$ cat src/rtl/fetch_pc_ctl_pkg.sv
// ---------------------------------------------------------------------------
// fetch_pc_ctl_pkg -- shared processor constants for the fetch stage.
//   PC_W           : program-counter width
//   PC_STEP        : sequential fetch increment (16-bit instructions)
//   fetchState_e   : fetch controller states (RUN / SQUASH / HALT)
//   alignPc()      : forces a target onto a halfword boundary
// ---------------------------------------------------------------------------
package fetch_pc_ctl_pkg;

    localparam int PC_W = 16;
    localparam logic [PC_W-1:0] PC_STEP = 16'h0002;

    typedef enum logic [1:0] {
        RUN    = 2'b00,
        SQUASH = 2'b01,
        HALT   = 2'b10
    } fetchState_e;

    // Instructions are halfword aligned; bit 0 of any target is dropped.
    function automatic logic [PC_W-1:0] alignPc(input logic [PC_W-1:0] target);
        return {target[PC_W-1:1], 1'b0};
    endfunction

endpackage

$ cat src/rtl/cla_16b.sv
// ---------------------------------------------------------------------------
// cla_16b -- 16-bit adder built from four 4-bit carry-lookahead groups.
//   a, b : operands        cin : carry in
//   sum  : a + b + cin (carry out discarded, so the result wraps)
// ---------------------------------------------------------------------------
module cla_16b (
    input  logic [15:0] a,
    input  logic [15:0] b,
    input  logic        cin,
    output logic [15:0] sum
);

    // One 4-bit lookahead group: returns {carryOut, sum[3:0]}.
    function automatic logic [4:0] cla4(input logic [3:0] x,
                                        input logic [3:0] y,
                                        input logic       ci);
        logic [3:0] g;
        logic [3:0] p;
        logic [3:0] c;
        logic       co;
        g    = x & y;
        p    = x ^ y;
        c[0] = ci;
        c[1] = g[0] | (p[0] & ci);
        c[2] = g[1] | (p[1] & g[0]) | (p[1] & p[0] & ci);
        c[3] = g[2] | (p[2] & g[1]) | (p[2] & p[1] & g[0]) | (p[2] & p[1] & p[0] & ci);
        co   = g[3] | (p[3] & c[3]);
        return {co, p ^ c};
    endfunction

    logic [4:0] grp_s;
    logic       carry_s;

    // Chain the group carries from least to most significant nibble.
    always_comb begin
        sum     = 16'h0000;
        grp_s   = 5'b00000;
        carry_s = cin;
        for (int k = 0; k < 4; k++) begin
            grp_s          = cla4(a[k*4 +: 4], b[k*4 +: 4], carry_s);
            sum[k*4 +: 4]  = grp_s[3:0];
            carry_s        = grp_s[4];
        end
    end

endmodule

$ cat src/rtl/fetch_pc_ctl_pc_reg.sv
// ---------------------------------------------------------------------------
// pc_reg -- program-counter flop with load enable.
//   clk  : clock            rst : synchronous reset, active low
//   load : capture d        d   : next pc        q : current pc
// ---------------------------------------------------------------------------
module pc_reg
    import fetch_pc_ctl_pkg::*;
#(
    parameter logic [PC_W-1:0] RESET_PC = 16'h0000
) (
    input  logic            clk,
    input  logic            rst,
    input  logic            load,
    input  logic [PC_W-1:0] d,
    output logic [PC_W-1:0] q
);

    // PC storage: reset wins, otherwise capture only when loaded.
    always_ff @(posedge clk) begin
        if (!rst) begin
            q <= RESET_PC;
        end else if (load) begin
            q <= d;
        end else begin
            q <= q;
        end
    end

endmodule

$ cat src/rtl/fetch_pc_ctl.sv
// ---------------------------------------------------------------------------
// fetch_pc_ctl -- fetch-stage PC sequencer with redirect squash and halt.
//   clk, rst (sync, active low)
//   stall, imem_ready          : fetch hold conditions
//   branchTake/brAddr          : conditional-branch redirect
//   jumpTake/jumpAddr          : jump redirect (wins over branch)
//   halt                       : HALT reached the redirect stage
//   pc, pcPlus2                : fetch address and link value
//   fetchValid, flushIfId      : IF/ID capture / squash
//   halted (sticky), err (one-cycle pulse: branch+jump conflict or odd target)
// Optional build macro FETCH_PERF_CNT_EN adds redirCount, a saturating count
// of accepted redirects.
// ---------------------------------------------------------------------------
module fetch_pc_ctl
    import fetch_pc_ctl_pkg::*;
#(
    parameter logic [PC_W-1:0] RESET_PC     = 16'h0000,
    parameter int              FLUSH_CYCLES = 1
) (
    input  logic            clk,
    input  logic            rst,
    input  logic            stall,
    input  logic            imem_ready,
    input  logic            branchTake,
    input  logic [PC_W-1:0] brAddr,
    input  logic            jumpTake,
    input  logic [PC_W-1:0] jumpAddr,
    input  logic            halt,
    output logic [PC_W-1:0] pc,
    output logic [PC_W-1:0] pcPlus2,
    output logic            fetchValid,
    output logic            flushIfId,
    output logic            halted,
    output logic            err
`ifdef FETCH_PERF_CNT_EN
    ,
    output logic [15:0]     redirCount
`endif
);

    // Extra squash cycles after the redirect cycle itself.
    localparam logic [1:0] SQ_LOAD = 2'(FLUSH_CYCLES - 1);

    fetchState_e     state_r;
    fetchState_e     state_s;
    logic [1:0]      sqCnt_r;
    logic [1:0]      sqCnt_s;
    logic            halted_r;
    logic            err_r;
    logic            redirect_s;
    logic [PC_W-1:0] target_s;
    logic            errNext_s;
    logic [PC_W-1:0] nextPc_s;
    logic            pcLoad_s;
    logic [PC_W-1:0] pcQ_s;

    pc_reg #(.RESET_PC(RESET_PC)) u_pcReg (
        .clk  (clk),
        .rst  (rst),
        .load (pcLoad_s),
        .d    (nextPc_s),
        .q    (pcQ_s)
    );

    cla_16b u_pcAdd (
        .a   (pcQ_s),
        .b   (PC_STEP),
        .cin (1'b0),
        .sum (pcPlus2)
    );

    // Redirect selection and error detection; HALT ignores all redirects.
    always_comb begin
        redirect_s = (state_r != HALT) && (jumpTake || branchTake);
        if (jumpTake) begin
            target_s = jumpAddr;
        end else begin
            target_s = brAddr;
        end
        errNext_s = redirect_s && ((jumpTake && branchTake) || target_s[0]);
    end

    // Next-state and next-pc logic.
    always_comb begin
        state_s  = state_r;
        sqCnt_s  = sqCnt_r;
        nextPc_s = pcQ_s;
        pcLoad_s = 1'b0;
        case (state_r)
            RUN, SQUASH: begin
                if (redirect_s) begin
                    pcLoad_s = 1'b1;
                    nextPc_s = alignPc(target_s);
                    if (FLUSH_CYCLES > 1) begin
                        state_s = SQUASH;
                        sqCnt_s = SQ_LOAD;
                    end else begin
                        state_s = RUN;
                        sqCnt_s = 2'd0;
                    end
                end else if (halt) begin
                    // Redirect-free halt: freeze pc and stop fetching.
                    state_s = HALT;
                    sqCnt_s = 2'd0;
                end else if (state_r == SQUASH) begin
                    // Target fetch is squashed, so pc holds until RUN.
                    if (sqCnt_r <= 2'd1) begin
                        state_s = RUN;
                        sqCnt_s = 2'd0;
                    end else begin
                        sqCnt_s = sqCnt_r - 2'd1;
                    end
                end else if (imem_ready && !stall) begin
                    pcLoad_s = 1'b1;
                    nextPc_s = pcPlus2;
                end else begin
                    pcLoad_s = 1'b0;
                end
            end
            HALT: begin
                state_s = HALT;
                sqCnt_s = 2'd0;
            end
            default: begin
                state_s = RUN;
                sqCnt_s = 2'd0;
            end
        endcase
    end

    // Control state, sticky halt flag and error pulse.
    always_ff @(posedge clk) begin
        if (!rst) begin
            state_r  <= RUN;
            sqCnt_r  <= 2'd0;
            halted_r <= 1'b0;
            err_r    <= 1'b0;
        end else begin
            state_r  <= state_s;
            sqCnt_r  <= sqCnt_s;
            halted_r <= (state_s == HALT);
            err_r    <= errNext_s;
        end
    end

`ifdef FETCH_PERF_CNT_EN
    logic [15:0] redirCount_r;

    // Saturating count of accepted redirects.
    always_ff @(posedge clk) begin
        if (!rst) begin
            redirCount_r <= 16'h0000;
        end else if (redirect_s && (redirCount_r != 16'hFFFF)) begin
            redirCount_r <= redirCount_r + 16'h0001;
        end else begin
            redirCount_r <= redirCount_r;
        end
    end

    assign redirCount = redirCount_r;
`endif

    assign pc         = pcQ_s;
    assign halted     = halted_r;
    assign err        = err_r;
    assign fetchValid = rst && (state_r == RUN) && imem_ready && !stall && !redirect_s;
    assign flushIfId  = rst && (redirect_s || (state_r == SQUASH));

endmodule
$ cat config.mk
export PLATFORM = sky130hd
export DESIGN_NAME = fetch_pc_ctl
export DESIGN_NICKNAME = d
export VERILOG_FILES = /design/src/rtl/fetch_pc_ctl_pkg.sv /design/src/rtl/cla_16b.sv /design/src/rtl/fetch_pc_ctl_pc_reg.sv /design/src/rtl/fetch_pc_ctl.sv
export SDC_FILE = /design/constraint.sdc
export NUM_CORES = 1
export LEC_CHECK = 0
export CORE_UTILIZATION = 40
export DETAILED_ROUTE_END_ITERATION = 12
export MAX_ROUTING_LAYER = met4
export PLACE_DENSITY_LB_ADDON = 0.05
export SYNTH_ARGS = -nofsm -noshare
export SYNTH_HDL_FRONTEND = slang
export SYNTH_SLANG_ARGS = --single-unit
$ cat constraint.sdc
create_clock -name clk -period 2.5 [get_ports clk]
set_input_delay 0.25 -clock clk [delete_from_list [all_inputs] [get_ports clk]]
set_output_delay 0.25 -clock clk [all_outputs]
set_load 0.005 [all_outputs]
==> impl_metrics.csv, run 1 <==
group,metric,value,unit
outcome,outcome,"complete, but fails checks",
outcome,violations,"setup timing",
synthesis,synth-async-reset-ratio,0,%
worst_setup_path,worst_setup_path_start_kind,"flop",
synthesis,syn_area_per_cell,8.751,µm²
placed_design,gp_congestion,0.8188,
clock_tree,clock_sinks,21,
power,p_clk_share,18.5,%
worst_setup_path,cpMostUsedCell,"ha_4",
synthesis,syn-cell-area,1453,µm²
clock_tree,clk_root_buffer_cell,"clkbuf_4",
placed_design,post-dp-hpwl,3098,µm
clock_tree,clk_pin_slew,0.14,ns
drt,wl_met1,1976,µm
grt,grt_max_degree,20,
clock_tree,cts_tree,"done",
synthesis,yosys_most_used_dff,"dfxtp_1",
synthesis,ys_warn_count,0,
worst_setup_path,max_stage_delay,0.38,ns
finish,drive_gt1_share,27.27,%
finish,synthToLayoutAreaGrowth,65.89,%
floorplanning,coreArea,3416,µm²
worst_setup_path,crit_slowest_cell,"dfxtp_2",
drt,vias,1585,
synthesis,synth_edf_count,0,
drt,avgRoutedWirePerCell,15.22,µm
grt,grt_pass1_wl,7521,µm
synthesis,ys_ff_latch,21,
power,ir_worst_vdd,0.0002147,V
synthesis,synth.distinct_cells,38,
power,pwr-share-seq,40.9,%
power,p_leak,0.0009934,µW
drt,wl_met3,255,µm
worst_setup_path,cp_data_required_time,2.25,ns
hold_path,hp-class,"reg2reg",
worst_setup_path,setup.worst_path.class,"reg2out",
placed_design,dp_slack,-0.2039,ns
sta,fin_setup_tns,-0.1199,ns
sta,setup_slack,-0.1067,ns
power,power.switching,316.1,µW
worst_setup_path,arrival,2.36,ns
drt,drtIter0Drc,92,
floorplanning,start_util,42.53,%
floorplanning,die_area,3876,µm²
grt,grt_usage,24.98,%
worst_setup_path,rrSetupSlack,0.10,ns
floorplanning,die_h,62.26,µm
drt,postRouteAntennaNets,0,
drt,wirelength,4550,µm
sta,clock_skew,0.001713,ns
sta,setup_viol,2,
clock_tree,numCtsBuffers,3,
sta,relSlewSlack,54.99,%
job,cap_violations,0,
power,p_per_area,409.3,nW/µm²
sta,final_min_period_over_clock_period,104.3,%
sta,rsz0062_at_grt,"true",
drt,first_pass_iters,4,
worst_setup_path,path_buf_inv,2,
floorplanning,core.rowCount,21,
power,combPwrFrac,40.6,%
placed_design,port_buffers,72,
grt,antenna_found_initial,0,
finish,num-nets-final,300,
grt,grt_pass1_vias,1615,
grt,grt_overflow,0,
sta,worstMarginPinSlew,0.6751,ns
drt,routed-wl-met2,2233,µm
finish,n_antenna_cell,0,
clock_tree,insertion_delay,0.31,ns
sta,hold_viol_final,0,
drt,drc,0,
worst_setup_path,end_kind,"output pin",
power,intPower,670.1,µW
sta,fmax,0.3836,GHz
drt,viasPerCell,5.301,
synthesis,syn_inst,166,
worst_setup_path,crit_chain,"ha_4, ha_4, nand3_2, nor2_2, ha_2, nand3_2, nor2_2, buf_4, ha_4, nand4_1, xnor2_2, buf_2",
sta,maxSlewViolCount,0,
floorplanning,die_w,62.26,µm
sta,period_minus_slack,2.607,ns
clock_tree,clk_path_buf_depth,2,
synthesis,seq_area_frac_synth,28.94,%
clock_tree,cts_max_level,1,
worst_setup_path,path_max_fanout,2,
floorplanning,ios,75,
power,p_sw_share,32.05,%
worst_setup_path,critPathTopFamily,"adder cells",
drt,topRoutingLayerUsed,"met4",
## power groups by stage
stage	registers [µW]	logic, µW	clock network, µW
finish	404	401	182
global route	408	434	197
CTS	402	391	184
detailed placement	402	386	0
global placement	400	381	0
floorplan	401	176	0
## area by class of cell
| type | count | area, µm² |
|---|---|---|
| fillers | 271 | 1006 |
| multi-input cells | 127 | 999.7 |
| repair buffers | 97 | 884.6 |
| flip-flops and latches | 21 | 422.9 |
| well taps | 46 | 57.56 |
| clock buffers | 3 | 22.52 |
| inverters | 4 | 15.01 |
| clock inverters | 1 | 7.507 |
## Yosys cell counts, types with 2 or more instances
cell	instances	area share, %
a211oi_1	3	1.6
a21oi_1	20	6.9
buf_4	3	1.6
buf_6	6	4.7
clkbuf_1	5	1.3
dfxtp_1	21	29
ha_1	7	6.0
inv_1	4	1.0
mux2_2	5	3.9
mux2i_1	10	6.9
nand2_1	15	3.9
nand2b_1	2	0.86
nand3_1	14	4.8
nor2_1	9	2.3
o211ai_1	3	1.6
o211ai_2	8	6.9
o21ai_1	2	0.69
o32ai_1	3	1.8
xnor2_1	5	3.0
xor2_1	3	1.8
## cell usage in the layout, fill, tap and decap left out, types with 2 or more instances in the layout
cell type and n:
nor2_2 3, nand2_1 15, xnor2_2 2, nor2_1 7, dfxtp_1 19, nand3_2 3
clkdlybuf4s50_1 64, dlygate4sd2_1 3, mux2_2 5, o21ai_1 2, a211oi_1 3, mux2i_1 10
o211ai_2 8, buf_2 4, xor2_2 2, o211ai_1 3, dfxtp_2 2, nand2b_1 2
inv_1 4, a21oi_1 20, o32ai_1 3, ha_1 2, xnor2_1 3, ha_4 3
clkbuf_4 3, buf_4 25, nand3_1 11, conb_1 2, ha_2 2
## logic make-up (layout without fill, tap and decap cells)
kind of cell               Yosys count  count (layout)  share of synthesized area (%)
adders and majority gates            7               7                          6.029
DFF                                 21              21                          28.94
buffers and inverters               19             105                          8.871
other                                1               2                         0.2582
and+or+nand+nor                     50              50                          17.06
muxes                               15              15                          10.77
AOI/OAI and AO/OA                   45              45                          23.26
xor gates and xnor gates             8               8                          4.824
## routing by layer
metal	up-vias	track usage, %
met1	734	28.68
met2	71	44.09
met4	0	9.302
met3	8	3.309
met5	-	-
li1	772	-
## sequential cells by signal (all words and copies together), names as in the netlist
name / count
err: 1
sqCnt_r: 2
u_pcReg.q: 15
halted: 1
state_r: 2
## worst paths after layout
path / startpoint / to / cells past startpoint
max: u_pcReg.q[2] / pcPlus2[15] / 12
min: sqCnt_r[1] / sqCnt_r[1] / 1
max reg2reg: u_pcReg.q[2] / u_pcReg.q[12] / 16
min reg2reg: sqCnt_r[1] / sqCnt_r[1] / 1
## metrics by stage
step	cell area (µm²)	power, µW	utilization [%]	std cells	hold WS, ns
after floorplan	1456	576.7	-	167	0.3282
after global placement	2263	781.1	66.26	289	0.4367
after detailed placement	2263	788.4	66.26	289	0.4455
after CTS	2379	978.0	69.63	296	0.4642
after global routing	2410	1038	70.55	299	0.4897
final	2410	986.2	70.55	299	0.4731
## repair_timing
item                       4_1_cts  5_1_grt
cloned                           0        0
buffers inserted                 3        3
hold buffers                     0        0
gates resized for setup         37        2
pin swaps                        7        5
setup endpoints to repair        8        6
No activity file was read; power rests on OpenSTA's default activity.
==> run 2: changes to the inputs <==
--- a/config.mk
+++ b/config.mk
@@ -5,8 +5,9 @@
 export SDC_FILE = /design/constraint.sdc
 export NUM_CORES = 1
 export LEC_CHECK = 0
-export CORE_UTILIZATION = 40
+export CORE_UTILIZATION = 43
 export DETAILED_ROUTE_END_ITERATION = 12
+export GPL_TIMING_DRIVEN = 0
 export MAX_ROUTING_LAYER = met4
 export PLACE_DENSITY_LB_ADDON = 0.05
 export SYNTH_ARGS = -nofsm -noshare
==> constraint.sdc (replaced) <==
create_clock -name clk -period 3.2 [get_ports clk]
set_input_delay 0.32 -clock clk [delete_from_list [all_inputs] [get_ports clk]]
set_output_delay 0.32 -clock clk [all_outputs]
set_load 0.005 [all_outputs]
==> impl_metrics.csv, run 2 (synthesized netlist as in run 1, its figures left out) <==
group,metric,value,unit
worst_setup_path,reg2reg_to,"u_pcReg.q[15]",
worst_setup_path,crit_slowest_cell,"clkdlybuf4s50_1",
worst_setup_path,worst_setup_path_start_kind,"flop",
worst_setup_path,end_kind,"output pin",
power,ir_worst_vdd,0.0002049,V
power,p_leak,0.0009655,µW
floorplanning,die_area,3614,µm²
clock_tree,clock_sinks,21,
floorplanning,die_w,60.12,µm
floorplanning,core.rowCount,20,
finish,fin_area,2323,µm²
worst_setup_path,setup.worst_path.class,"reg2out",
clock_tree,insertion_delay,0.31,ns
clock_tree,holdBufCountCts,0,
placed_design,post-dp-hpwl,3171,µm
finish,num-nets-final,290,
drt,drtIter0Drc,50,
finish,layout_commonest_cell,"clkdlybuf4s50_1",
finish,largest_registers,"u_pcReg.q: 15 flops, sqCnt_r: 2 flops, state_r: 2 flops",
grt,grt_max_degree,12,
drt,viasPerCell,5.362,
drt,avgRoutedWirePerCell,14.61,µm
clock_tree,clk_path_buf_depth,2,
clock_tree,numCtsBuffers,3,
worst_setup_path,cp_data_required_time,2.88,ns
outcome,outcome,"finished clean",
drt,drc,0,
sta,setup_viol,0,
hold_path,min_path_cells,3,
placed_design,gp_congestion,0.8374,
floorplanning,start_util,46.44,%
grt,grt_usage,24.95,%
worst_setup_path,crit_chain,"ha_1, ha_2, nand3_2, nor2_1, ha_2, nand3_4, nor2_4, ha_1, xor2_2, clkdlybuf4s50_1",
hold_path,min-delay-start,"rst",
grt,grt_pass1_wl,6555,µm
worst_setup_path,arrival,2.77,ns
floorplanning,ios,75,
clock_tree,cts_max_level,1,
job,cap_violations,0,
drt,vias,1539,
finish,layout_common_cells,"clkdlybuf4s50_1 (67), a21oi_1 (20), dfxtp_1 (19)",
clock_tree,clk_pin_slew,0.13,ns
finish,synthToLayoutAreaGrowth,59.95,%
hold_path,hp-class,"in2reg",
drt,wirelength,4194,µm
sta,period_minus_slack,3.090,ns
finish,top_register,"u_pcReg.q",
grt,antenna_found_initial,0,
sta,clock_skew,0.01537,ns
worst_setup_path,max_stage_delay,0.53,ns
finish,largest_reg_flops,15,
drt,first_pass_iters,4,
worst_setup_path,rrSetupSlack,0.75,ns
grt,grt_pass1_vias,1542,
placed_design,port_buffers,70,
clock_tree,clk_root_buffer_cell,"clkbuf_4",
sta,fmax,0.3236,GHz
sta,hold_viol_final,0,
placed_design,post-place-cells,281,
clock_tree,cts_tree,"done",
finish,n_antenna_cell,0,
floorplanning,coreArea,3128,µm²
floorplanning,die_h,60.12,µm
drt,postRouteAntennaNets,0,
placed_design,postPlaceCellArea,2212,µm²
worst_setup_path,rr_startpoint,"u_pcReg.q[1]",
grt,grt_overflow,0,
sta,final_min_period_over_clock_period,96.57,%
worst_setup_path,worst_r2r_path_depth,13,
hold_path,hold_end,"u_pcReg.q[10]",
worst_setup_path,path_max_fanout,5,
finish,finalNonFillerCells,287,
sta,maxSlewViolCount,0,
power,p_per_area,322.4,nW/µm²
finish,drive_gt1_share,19.34,%
## run 2: cell type report
class / instances / area, µm²
Sequential cell: 21 / 425.4
Buffer: 15 / 113.9
Fill cell: 240 / 804.5
Clock buffer: 4 / 26.28
Inverter: 4 / 15.01
Tap cell: 44 / 55.05
Timing Repair Buffer: 72 / 723.2
Multi-Input combinational cell: 127 / 964.7
## run 2: how the worst max path moves through the flow
stage,start,end,cells past startpoint
finish,u_pcReg.q[1],pcPlus2[12],10
floorplan,u_pcReg.q[1],pcPlus2[15],10
global placement,u_pcReg.q[1],pcPlus2[15],11
CTS,u_pcReg.q[1],pcPlus2[15],11
global route,u_pcReg.q[1],pcPlus2[12],10
detailed placement,u_pcReg.q[1],pcPlus2[14],11
## run 2: what timing repair did
action                     4_1_cts  5_1_grt
resized for setup                8       10
setup endpoints to repair        4        4
pin swaps                        1        3
setup buffers                    1        1
## run 2: routing by layer
metal  global-route usage [%]  share of wire (%)  vias to the layer above
met3                    2.814                5.9                       13
met4                    12.96                2.7                        0
met2                    42.86                 49                       77
li1                         -                  -                      746
met5                        -                  0                        -
met1                    28.14                 42                      703
## run 2: through the flow
stage	util, %	hold slack, ns	TNS (ns)	total power [µW]	setup WS, ns
floorplan	-	0.3982	0	450.6	0.9862
global placement	70.72	0.4381	0	602.7	0.03201
detailed placement	70.72	0.4529	0	611.1	0.03285
CTS	72.96	0.4173	0	749.3	0.007868
global route	74.28	0.4358	-0.03734	793.7	-0.03734
finish	74.28	0.4245	0	749.1	0.1096
## run 2: critical path: cells and delay by family (launching register included)
| kind | cells | cell delay [ns] |
|---|---|---|
| AND/OR/NAND/NOR | 4 | 0.53 |
| flip-flops | 1 | 0.39 |
| adder cells (fa/ha/maj) | 4 | 0.83 |
| XOR/XNOR | 1 | 0.20 |
| buffers and inverters | 1 | 0.53 |
## run 2: report_power, final
group	total, µW	internal [µW]	switching [µW]
registers	315	285	29.6
clock network	134	48.6	84.9
logic	301	187	114
==> run 3: changes to the inputs <==
--- a/config.mk
+++ b/config.mk
@@ -5,6 +5,7 @@
 export SDC_FILE = /design/constraint.sdc
 export NUM_CORES = 1
 export LEC_CHECK = 0
+export ABC_AREA = 0
 export CORE_UTILIZATION = 43
 export DETAILED_ROUTE_END_ITERATION = 12
 export GPL_TIMING_DRIVEN = 0
==> results of run 3 <==
The final DEF is identical to that of run 2; final timing and power are the same.
